--- src/rtl/mem_port_arbiter.sv ---
// mem_port_arbiter
//   Shares one external memory port between the instruction-fetch requester
//   and the data requester. One transaction is in flight at a time. The port
//   is driven from registered state. The owner gets its read data and a
//   one-cycle done pulse. An access that never sees memory_response is
//   aborted after TIMEOUT cycles.
//
// Ports
//   clk, reset              rising-edge clock, synchronous active-high reset
//   if_req/if_addr          fetch request (level) and address
//   if_rdata/if_done        fetched word, one-cycle completion pulse
//   d_req/d_we/d_addr/...   data request, write flag, address, write data
//   d_rdata/d_done          data read word, one-cycle completion pulse
//   err                     qualifies a done pulse: 1 = access timed out
//   busy                    high while an access is in ACCESS or DONE
//   memory_*                external memory port
//
// Parameters
//   DATA_PRIO  1 = data requester wins simultaneous requests, 0 = fetch wins
//   TIMEOUT    ACCESS cycles without response before abort (0 = never)
module mem_port_arbiter #(
  parameter int unsigned DATA_PRIO = 1,
  parameter int unsigned TIMEOUT   = 255
) (
  input  logic        clk,
  input  logic        reset,
  input  logic        if_req,
  input  logic [31:0] if_addr,
  output logic [31:0] if_rdata,
  output logic        if_done,
  input  logic        d_req,
  input  logic        d_we,
  input  logic [31:0] d_addr,
  input  logic [31:0] d_wdata,
  output logic [31:0] d_rdata,
  output logic        d_done,
  output logic        err,
  output logic        busy,
  output logic [31:0] memory_addr,
  output logic        memory_rden,
  output logic        memory_wren,
  output logic [31:0] memory_write_val,
  input  logic [31:0] memory_read_val,
  input  logic        memory_response
);

  typedef enum logic [1:0] {
    IDLE   = 2'd0,
    ACCESS = 2'd1,
    DONE   = 2'd2
  } state_t;

  localparam logic [7:0] TIMEOUT_CNT = TIMEOUT[7:0];

  state_t     state;
  logic       owner_d;     // 1 = data requester owns the access
  logic       if_armed;
  logic       d_armed;
  logic [7:0] cnt;

  logic       if_elig;
  logic       d_elig;
  logic       pick_d;
  logic       grant_we;
  logic [7:0] cnt_inc;
  logic       timed_out;
  logic       to_done;

  always_comb begin
    if_elig   = if_req & if_armed;
    d_elig    = d_req & d_armed;
    pick_d    = d_elig & (~if_elig | (DATA_PRIO != 0));
    grant_we  = pick_d & d_we;
    cnt_inc   = cnt + 8'd1;
    timed_out = (TIMEOUT != 0) && (cnt_inc == TIMEOUT_CNT);
    to_done   = memory_response | timed_out;
  end

  always_ff @(posedge clk) begin
    if (reset) begin
      state            <= IDLE;
      owner_d          <= 1'b0;
      if_armed         <= 1'b1;
      d_armed          <= 1'b1;
      cnt              <= '0;
      if_rdata         <= '0;
      d_rdata          <= '0;
      if_done          <= 1'b0;
      d_done           <= 1'b0;
      err              <= 1'b0;
      busy             <= 1'b0;
      memory_addr      <= '0;
      memory_rden      <= 1'b0;
      memory_wren      <= 1'b0;
      memory_write_val <= '0;
    end else begin
      // A low request re-arms; the done pulse disarms a still-held request
      // so it cannot be granted a second time.
      if (!if_req)      if_armed <= 1'b1;
      else if (if_done) if_armed <= 1'b0;
      if (!d_req)       d_armed  <= 1'b1;
      else if (d_done)  d_armed  <= 1'b0;

      if_done <= 1'b0;
      d_done  <= 1'b0;
      err     <= 1'b0;

      case (state)
        IDLE: begin
          if (if_elig || d_elig) begin
            owner_d          <= pick_d;
            memory_addr      <= pick_d ? d_addr : if_addr;
            memory_rden      <= ~grant_we;
            memory_wren      <= grant_we;
            memory_write_val <= grant_we ? d_wdata : '0;
            cnt              <= '0;
            busy             <= 1'b1;
            state            <= ACCESS;
          end
        end

        ACCESS: begin
          if (to_done) begin
            // Response wins over a coincident timeout; memory_wren still
            // holds the latched write flag here.
            if (memory_response) begin
              if (!memory_wren) begin
                if (owner_d) d_rdata  <= memory_read_val;
                else         if_rdata <= memory_read_val;
              end
            end else begin
              if (owner_d) d_rdata  <= '0;
              else         if_rdata <= '0;
            end
            if (owner_d) d_done  <= 1'b1;
            else         if_done <= 1'b1;
            err              <= ~memory_response;
            memory_addr      <= '0;
            memory_rden      <= 1'b0;
            memory_wren      <= 1'b0;
            memory_write_val <= '0;
            state            <= DONE;
          end else begin
            cnt <= cnt_inc;
          end
        end

        DONE: begin
          cnt   <= '0;
          busy  <= 1'b0;
          state <= IDLE;
        end

        default: state <= IDLE;
      endcase
    end
  end

endmodule

--- config.mk ---
export PLATFORM = sky130hd
export DESIGN_NAME = mem_port_arbiter
export DESIGN_NICKNAME = d
export VERILOG_FILES = /design/src/rtl/mem_port_arbiter.sv
export SDC_FILE = /design/constraint.sdc
export NUM_CORES = 1
export LEC_CHECK = 0
export CAP_MARGIN = 20
export CORE_UTILIZATION = 42
export DETAILED_ROUTE_END_ITERATION = 12
export PLACE_DENSITY = 0.8
export SYNTH_ARGS = -nofsm -noshare
export SYNTH_HDL_FRONTEND = slang
export SYNTH_SLANG_ARGS = --single-unit
--- constraint.sdc ---
create_clock -name clk -period 2.65 [get_ports clk]
set_clock_uncertainty 0.2 [all_clocks]
set_input_delay 0.265 -clock clk [delete_from_list [all_inputs] [get_ports clk]]
set_output_delay 0.265 -clock clk [all_outputs]
set_load 0.01 [all_outputs]
==> metrics.md, run 1 <==
| Metric | Value |
|---|---|
| Actual transition at the worst max-transition pin | `579 ps` |
| Count of hold buffers inserted by post-cts repair | `0` |
| Mux contribution to synthesized area | `5.44%` |
| Combinational family with the most area after synthesis | `compound AO/OA/AOI/OAI gates` |
| Synth Area in Compound Gates | `28.8%` |
| Weighted congestion reported at the end of routability-driven placement | `0.841` |
| Inserted Diodes | `0` |
| Cell area after synthesis | `6090 um^2` |
| Count of buffers added by post-CTS timing repair for setup | `0` |
| First-pass GRT wire length | `30500 um` |
| Number of cells after detailed placement | `1029` |
| Largest fanout on the critical path | `17` |
| Number of top-level pins | `268` |
| Delay contributed by the slowest stage of the critical path | `420 ps` |
| Floorplan die width | `122 um` |
| Number of levels in the clock H-tree | `4` |
| Power density relative to cell area | `595 nW/um^2` |
| Headroom to the max-slew limit | `61.4%` |
| HPWL Detailed | `13500 um` |
| Net count of the mapped netlist | `768` |
| Portion of the post-synthesis area used by sequential elements | `48.3%` |
| Most frequent standard cell in the layout excluding fill and tap cells | `clkdlybuf4s50_1` |
| Largest net degree at the start of global routing | `73` |
| Overflow after GRT | `0` |
| Net switching share of the total power | `24.7%` |
| Fraction of layout cells with a size suffix above 1 | `8.74%` |
| Critical path, cell by cell | `ha_2 -> and3_4 -> mux2_2 -> a221o_2 -> o2111a_2 -> a22o_1` |
| Cell with the largest stage delay on the worst path | `o2111a_2` |
| Placement Rows | `43` |
| Root buffer cell | `clkbuf_16` |
| Endpoint arrival time on the critical path | `2710 ps` |
| Starting DRC count in detailed routing | `415` |
| DIE HEIGHT | `122 um` |
| Mapped Cells | `632` |
| Static Leakage | `3.60 nW` |
| CTS tree | `done` |
| Die Footprint | `15000 um^2` |
| Required time worst endpoint | `2760 ps` |
| Number of clock sinks | `147` |
| Via count | `6213` |
| Final non-filler cell total | `1061` |
| Critical path start-end classification | `register to register` |
| Initial core utilization | `43.4%` |
| Synth warn | `0` |
| Minimum clock period | `2600 ps` |
| Part of the power in the clock network | `42.1%` |
| Clock slew seen by the registers of the worst setup and hold paths | `60 ps` |
| Relative contribution of sequential cells to total power | `41.9%` |
| Total area of multi-input combinational cells | `2880 um^2` |
| Total clock buffers created by CTS | `17` |
| CORE AREA | `14000 um^2` |
| Final setup violation count | `0` |
| Post-synthesis sequential element count | `147` |
| Worst vdd rail ir drop | `0.000444 V` |
| Startpoint kind of the worst setup timing path | `register` |
| Pint | `4.27 mW` |
| Wirelength per Cell | `18.9 um` |
| Top flip-flop cell by instance count after synthesis | `dfxtp_1` |
| Antenna-violating nets left | `0` |
| Net load switching power | `1.40 mW` |
| Layout filler cell count | `1053` |
| Upper clock frequency limit | `384 MHz` |
| Simple-Gate Fraction of Synth Area | `11.0%` |
| Max-cap violation count | `0` |
| Number of remaining DRC errors | `0` |
| Distinct cell type count of the synthesized netlist | `42` |
| Parity-gate share of the synthesized area counting xor and xnor cells | `0%` |
| Final-report hold violation count | `0` |
| Detailed-router iteration count before antenna repair | `5` |
| Max Root-Sink Buffers | `2` |
| Total buffers and inverters traversed by the critical path | `0` |
| Final Max Slew Viols | `0` |
| Adder and majority cell fraction of the synthesized area | `0.411%` |
| Commonest cells after routing, fill and taps aside | `clkdlybuf4s50_1 (266), dfxtp_1 (145), nand2_1 (72)` |
| Logic pwr share | `16.0%` |
| Mean cell area of the mapped netlist | `9.64 um^2` |
| Post-route clock period utilization | `98.2%` |
| Via-per-instance ratio | `5.86` |
| Vias in the first global route | `5987` |
| Routed Wire Length | `20100 um` |
| Buffers on Ports | `267` |
| Hold Worst Slack | `20.9 ps` |
| Synthesis-to-finish area growth | `56.7%` |
| Sequential cell area | `2950 um^2` |
| Run status | `finished, final reports clean` |
| Element type at the critical path end | `register` |
| Initial antenna violation count | `0` |
| Post-synth EDFFs | `0` |
| CP delay by family, top | `compound AO/OA/AOI/OAI gates` |
| Final net count | `1005` |
| Worst Hold Class | `primary input to register` |
| Setup repair after global routing missed its margin | `false` |
| Tot GR Track Use | `25.9%` |
| Proportion of register bits with asynchronous set or reset after synthesis | `0%` |
| Clock insertion delay at the later pin of the skew report | `420 ps` |
-- layout make-up --
type	count	area share, %
clock buffer	23	5.11
clock inverter	8	1.05
inverter	5	0.197
multi-input combinational	409	30.1
sequential	147	30.9
tap	180	2.36
timing repair buffer	289	30.3
-- cells in the mapped netlist (2+ instances only) --
cell | instances | area, um^2
a21oi_1 | 71 | 355
a22o_1 | 33 | 289
a31oi_1 | 2 | 12.5
a41o_1 | 32 | 320
and3_1 | 2 | 12.5
buf_1 | 8 | 30.0
buf_2 | 5 | 25.0
buf_6 | 10 | 113
clkbuf_1 | 49 | 184
dfxtp_1 | 147 | 2940
ha_1 | 2 | 25.0
inv_1 | 5 | 18.8
mux2i_1 | 32 | 320
nand2_1 | 74 | 278
nand2b_1 | 3 | 18.8
nand4_1 | 4 | 25.0
nand4b_1 | 2 | 17.5
nor2_1 | 5 | 18.8
nor2b_1 | 4 | 25.0
nor3_1 | 41 | 205
o211ai_1 | 11 | 82.6
o21ai_0 | 6 | 30.0
o311ai_0 | 3 | 26.3
o311ai_1 | 61 | 534
or3_1 | 3 | 18.8
-- power groups by stage --
stage | clock network [mW] | logic [mW] | registers, mW
floorplan | 0 | 0.339 | 2.46
global placement | 0 | 0.875 | 2.42
detailed placement | 0 | 0.892 | 2.42
CTS | 2.42 | 0.904 | 2.38
global route | 2.51 | 0.965 | 2.39
finish | 2.39 | 0.910 | 2.38
-- cells by family (layout without fill, tap and decap cells) --
kind of cell	Yosys count	in the layout
multiplexers	33	33
adder cells (fa/ha/maj)	2	2
flip-flops	147	147
AND/OR/NAND/NOR	144	144
buffers and inverters	77	325
AO/OA/AOI/OAI	229	230
-- state kept, by name, summed over array words and instances, names as in the netlist --
register / flops
memory_write_val: 32
memory_wren: 1
d_armed: 1
d_done: 1
if_armed: 1
d_rdata: 32
busy: 1
cnt: 8
if_done: 1
memory_addr: 32
if_rdata: 32
err: 1
memory_rden: 1
state: 2
owner_d: 1
-- per-stage QoR --
stage               total power, mW  setup WS (ps)  utilization (%)  TNS (ps)  instance area, um^2
floorplan                      2.80            276                -         0                 6090
global placement               3.29           4.36             63.2         0                 8880
detailed placement             3.32           -108             63.2     -2860                 8880
CTS                            5.70           35.3             67.6         0                 9490
global route                   5.86           1.44             68.0         0                 9550
finish                         5.68           47.3             68.0         0                 9550
-- repair_timing --
| item | in CTS | in global routing |
|---|---|---|
| pin swaps | 0 | 2 |
| cloned | 1 | 0 |
| setup endpoints to repair | 36 | 49 |
| resized for setup | 6 | 10 |
-- metal layers --
| metal | global-route usage (%) | share of wire [%] | vias to the layer above |
|---|---|---|---|
| met3 | 5.53 | 7.1 | 37 |
| met2 | 45.1 | 50 | 312 |
| met1 | 30.9 | 41 | 2952 |
| li1 | - | - | 2912 |
| met4 | 10.4 | 2.3 | 0 |
| met5 | 0 | 0 | - |
-- worst paths after layout --
kind | startpoint | depth (start not counted) | endpoint | slack (ps)
min reg2reg | busy$_SDFFE_PP0P_ | 2 | busy$_SDFFE_PP0P_ | 260
min | reset | 2 | state[1]$_SDFFE_PP0P_ | 20
max reg2reg | cnt[1]$_SDFFE_PP0P_ | 6 | memory_write_val[5]$_SDFFE_PP0P_ | 50
max | cnt[1]$_SDFFE_PP0P_ | 6 | memory_write_val[5]$_SDFFE_PP0P_ | 50
Power figures use the tool's default switching activity.
==> inputs of run 2 (changes only) <==
--- a/config.mk
+++ b/config.mk
@@ -7,6 +7,7 @@
 export LEC_CHECK = 0
 export CAP_MARGIN = 20
 export CORE_UTILIZATION = 42
+export CTS_CLUSTER_DIAMETER = 50
 export DETAILED_ROUTE_END_ITERATION = 12
 export PLACE_DENSITY = 0.8
 export SYNTH_ARGS = -nofsm -noshare
==> results of run 2 <==
Final layout, timing and power as in run 1 (identical DEF).
==> inputs of run 3 (changes only) <==
--- a/config.mk
+++ b/config.mk
@@ -5,11 +5,13 @@
 export SDC_FILE = /design/constraint.sdc
 export NUM_CORES = 1
 export LEC_CHECK = 0
+export ABC_AREA = 1
 export CAP_MARGIN = 20
-export CORE_UTILIZATION = 42
+export CORE_MARGIN = 2
+export CORE_UTILIZATION = 44
 export CTS_CLUSTER_DIAMETER = 50
 export DETAILED_ROUTE_END_ITERATION = 12
-export PLACE_DENSITY = 0.8
+export PLACE_DENSITY = 0.81
 export SYNTH_ARGS = -nofsm -noshare
 export SYNTH_HDL_FRONTEND = slang
 export SYNTH_SLANG_ARGS = --single-unit
==> metrics.md, run 3 <==
| Metric | Value |
|---|---|
| Initial antenna violation count | `0 (unchanged)` |
| Final Max Slew Viols | `0 (unchanged)` |
| Required time worst endpoint | `2800 ps (+40 ps)` |
| Final-report hold violation count | `0 (unchanged)` |
| Portion of synthesized cell area occupied by the leading cell type | `43.8% (-4.5 points)` |
| Commonest cells after routing, fill and taps aside | `nand2_1 (324), clkdlybuf4s50_1 (266), dfxtp_1 (147)` |
| Post-cts gate resize count | `0 (-6)` |
| Top flip-flop cell by instance count after synthesis | `dfxtp_1` |
| Via-per-instance ratio | `4.86 (-17%)` |
| Total clock buffers created by CTS | `17 (unchanged)` |
| Max-cap violation count | `0 (unchanged)` |
| Post-synth EDFFs | `0 (unchanged)` |
| Final setup violation count | `0 (unchanged)` |
| Root buffer cell | `clkbuf_16` |
| Most frequently used cell type in the post-synthesis netlist | `nand2_1` |
| Fraction of layout cells with a size suffix above 1 | `4.49% (-4.2 points)` |
| Distinct cell type count of the synthesized netlist | `20 (-52%)` |
| Clock insertion delay at the later pin of the skew report | `420 ps (about the same)` |
| Max Root-Sink Buffers | `2 (unchanged)` |
| Proportion of register bits with asynchronous set or reset after synthesis | `0% (unchanged)` |
| Wirelength per Cell | `13.8 um (-27%)` |
| Tot GR Track Use | `24.7% (-1.3 points)` |
| Vias in the first global route | `6500 (+8.6%)` |
| Dominant cell type by area after synthesis | `dfxtp_1` |
| Post-synthesis sequential element count | `147 (unchanged)` |
| Element type at the critical path end | `register` |
| Antenna-violating nets left | `0 (unchanged)` |
| DIE HEIGHT | `128 um (+4.1%)` |
| CTS tree | `done` |
| Number of levels in the clock H-tree | `4 (unchanged)` |
| Cell area after synthesis | `6710 um^2 (+10%)` |
| Inserted Diodes | `0 (unchanged)` |
| Layout filler cell count | `1278 (+21%)` |
| Final non-filler cell total | `1479 (+39%)` |
| CORE AREA | `15000 um^2 (+7.1%)` |
| Critical path start-end classification | `register to register` |
| Largest net degree at the start of global routing | `82 (+12%)` |
| Starting DRC count in detailed routing | `414 (-0.24%)` |
| Accumulated negative setup slack | `0 ps (unchanged)` |
| Overflow after GRT | `0 (unchanged)` |
| Worst vdd rail ir drop | `0.000390 V (-12%)` |
| Final net count | `1414 (+41%)` |
| Total area of multi-input combinational cells | `2930 um^2 (+1.8%)` |
| Minimum clock period | `2300 ps (-303 ps)` |
| Via count | `7184 (+16%)` |
| Number of top-level pins | `268 (unchanged)` |
| Upper clock frequency limit | `435 MHz (+13%)` |
| Clock slew seen by the registers of the worst setup and hold paths | `60 ps (about the same)` |
| Portion of the post-synthesis area used by sequential elements | `43.8% (-4.5 points)` |
| Endpoint arrival time on the critical path | `2450 ps (-260 ps)` |
| Static Leakage | `4.52 nW (+26%)` |
| Most frequent standard cell in the layout excluding fill and tap cells | `nand2_1` |
| Leading cell types by count after synthesis | `nand2_1 (325), dfxtp_1 (147), inv_1 (145)` |
| Startpoint kind of the worst setup timing path | `register` |
| Number of remaining DRC errors | `0 (unchanged)` |
| Power density relative to cell area | `603 nW/um^2 (+1.4%)` |
| Largest fanout on the critical path | `11 (-6)` |
| Synth warn | `0 (unchanged)` |
| Count of hold buffers inserted by post-cts repair | `0 (unchanged)` |
| Headroom to the max-slew limit | `64.9% (+3.5 points)` |
| Actual transition at the worst max-transition pin | `526 ps (-52.5 ps)` |
| Total design power | `6.11 mW (+7.7%)` |
| Net count of the mapped netlist | `1178 (+53%)` |
| Die Footprint | `16300 um^2 (+8.4%)` |
| Floorplan die width | `128 um (+4.1%)` |
| Initial core utilization | `44.7% (+1.3 points)` |
| Mapped Cells | `1042 (+65%)` |
| Count of buffers added by post-CTS timing repair for setup | `0 (unchanged)` |
| First-pass GRT wire length | `32100 um (+5.2%)` |
| HPWL Detailed | `13600 um (+0.48%)` |
| Worst Hold Class | `primary input to register` |
| Placement Rows | `45 (+4.7%)` |
| Number of clock sinks | `147 (unchanged)` |
| Routed Wire Length | `20400 um (+1.7%)` |
| Buffers on Ports | `267 (unchanged)` |
| Sequential cell area | `2940 um^2 (about the same)` |
| Setup repair after global routing missed its margin | `false` |
| Mean cell area of the mapped netlist | `6.44 um^2 (-33%)` |
| Number of cells after detailed placement | `1447 (+41%)` |
| Detailed-router iteration count before antenna repair | `6 (+1)` |
| Synthesis-to-finish area growth | `51.1%` |
| Weighted congestion reported at the end of routability-driven placement | `0.811 (-3.6%)` |
| Cell types occupying the most area after synthesis | `dfxtp_1 (44%), nand2_1 (18%), a21oi_1 (8.3%), inv_1 (8.1%), nor2_1 (6.7%)` |
| Post-route clock period utilization | `86.8% (-11 points)` |
| Run status | `finished, final reports clean` |
[run 3: final timing paths]
path / slack (ps) / end / start / depth (start not counted)
setup / recovery: 350 / cnt[6]$_SDFFE_PP0P_ / cnt[1]$_SDFFE_PP0P_ / 11
hold / removal: 120 / memory_write_val[26]$_SDFFE_PP0P_ / reset / 2
setup reg to reg: 350 / cnt[6]$_SDFFE_PP0P_ / cnt[1]$_SDFFE_PP0P_ / 11
hold reg to reg: 270 / busy$_SDFFE_PP0P_ / busy$_SDFFE_PP0P_ / 2
[run 3: cell type report]
cell class / instances / share of cell area [%]
inverter: 147 / 5.44
tap: 188 / 2.32
clock inverter: 12 / 1.76
sequential: 147 / 29.0
clock buffer: 20 / 4.50
multi-input combinational: 679 / 28.9
timing repair buffer: 286 / 28.1
[run 3: report_power, final]
group | internal [mW] | total (mW) | switching, mW
clock | 1.63 | 2.58 | 0.955
combinational | 0.551 | 1.13 | 0.582
sequential | 2.33 | 2.40 | 0.0632
total | 4.51 | 6.11 | 1.60
[run 3: stage by stage]
step / utilization (%) / instance area (um^2) / setup WS [ps] / hold slack [ps]
final: 67.5 / 10100 / 350 / 116
after global routing: 67.5 / 10100 / 62.1 / 128
after CTS: 67.5 / 10100 / 340 / 99.4
after detailed placement: 63.2 / 9510 / 278 / 256
after global placement: 63.2 / 9510 / 346 / 249
after floorplan: - / 6710 / 662 / 166
[run 3: critical path: stages (launching register included)]
cell     delay [ps]
dfxtp_1         390
ha_1            230
nand3_1         130
nor2_1          120
nand2_1          60
nand2_1          80
nor2_1           50
nand2_1          90
nand3_1         330
inv_1           330
nand2_1          80
a21oi_1         150
[run 3: layer usage]
metal / track usage [%] / vias to the layer above / wire [um]
met2: 41.1 / 278 / 9670
met3: 8.58 / 32 / 1940
met4: 9.18 / 0 / 457
met5: 0 / - / 0
met1: 29.4 / 3198 / 8350
li1: - / 3676 / -
[run 3: cell families (layout without fill, tap and decap cells)]
logic type | Yosys count | after routing | share of synthesized area (%)
adders and majority gates | 2 | 2 | 0.373
AOI/OAI and AO/OA | 116 | 116 | 8.80
buffers and inverters | 216 | 465 | 12.7
and+or+nand+nor | 561 | 561 | 34.3
DFF | 147 | 147 | 43.8
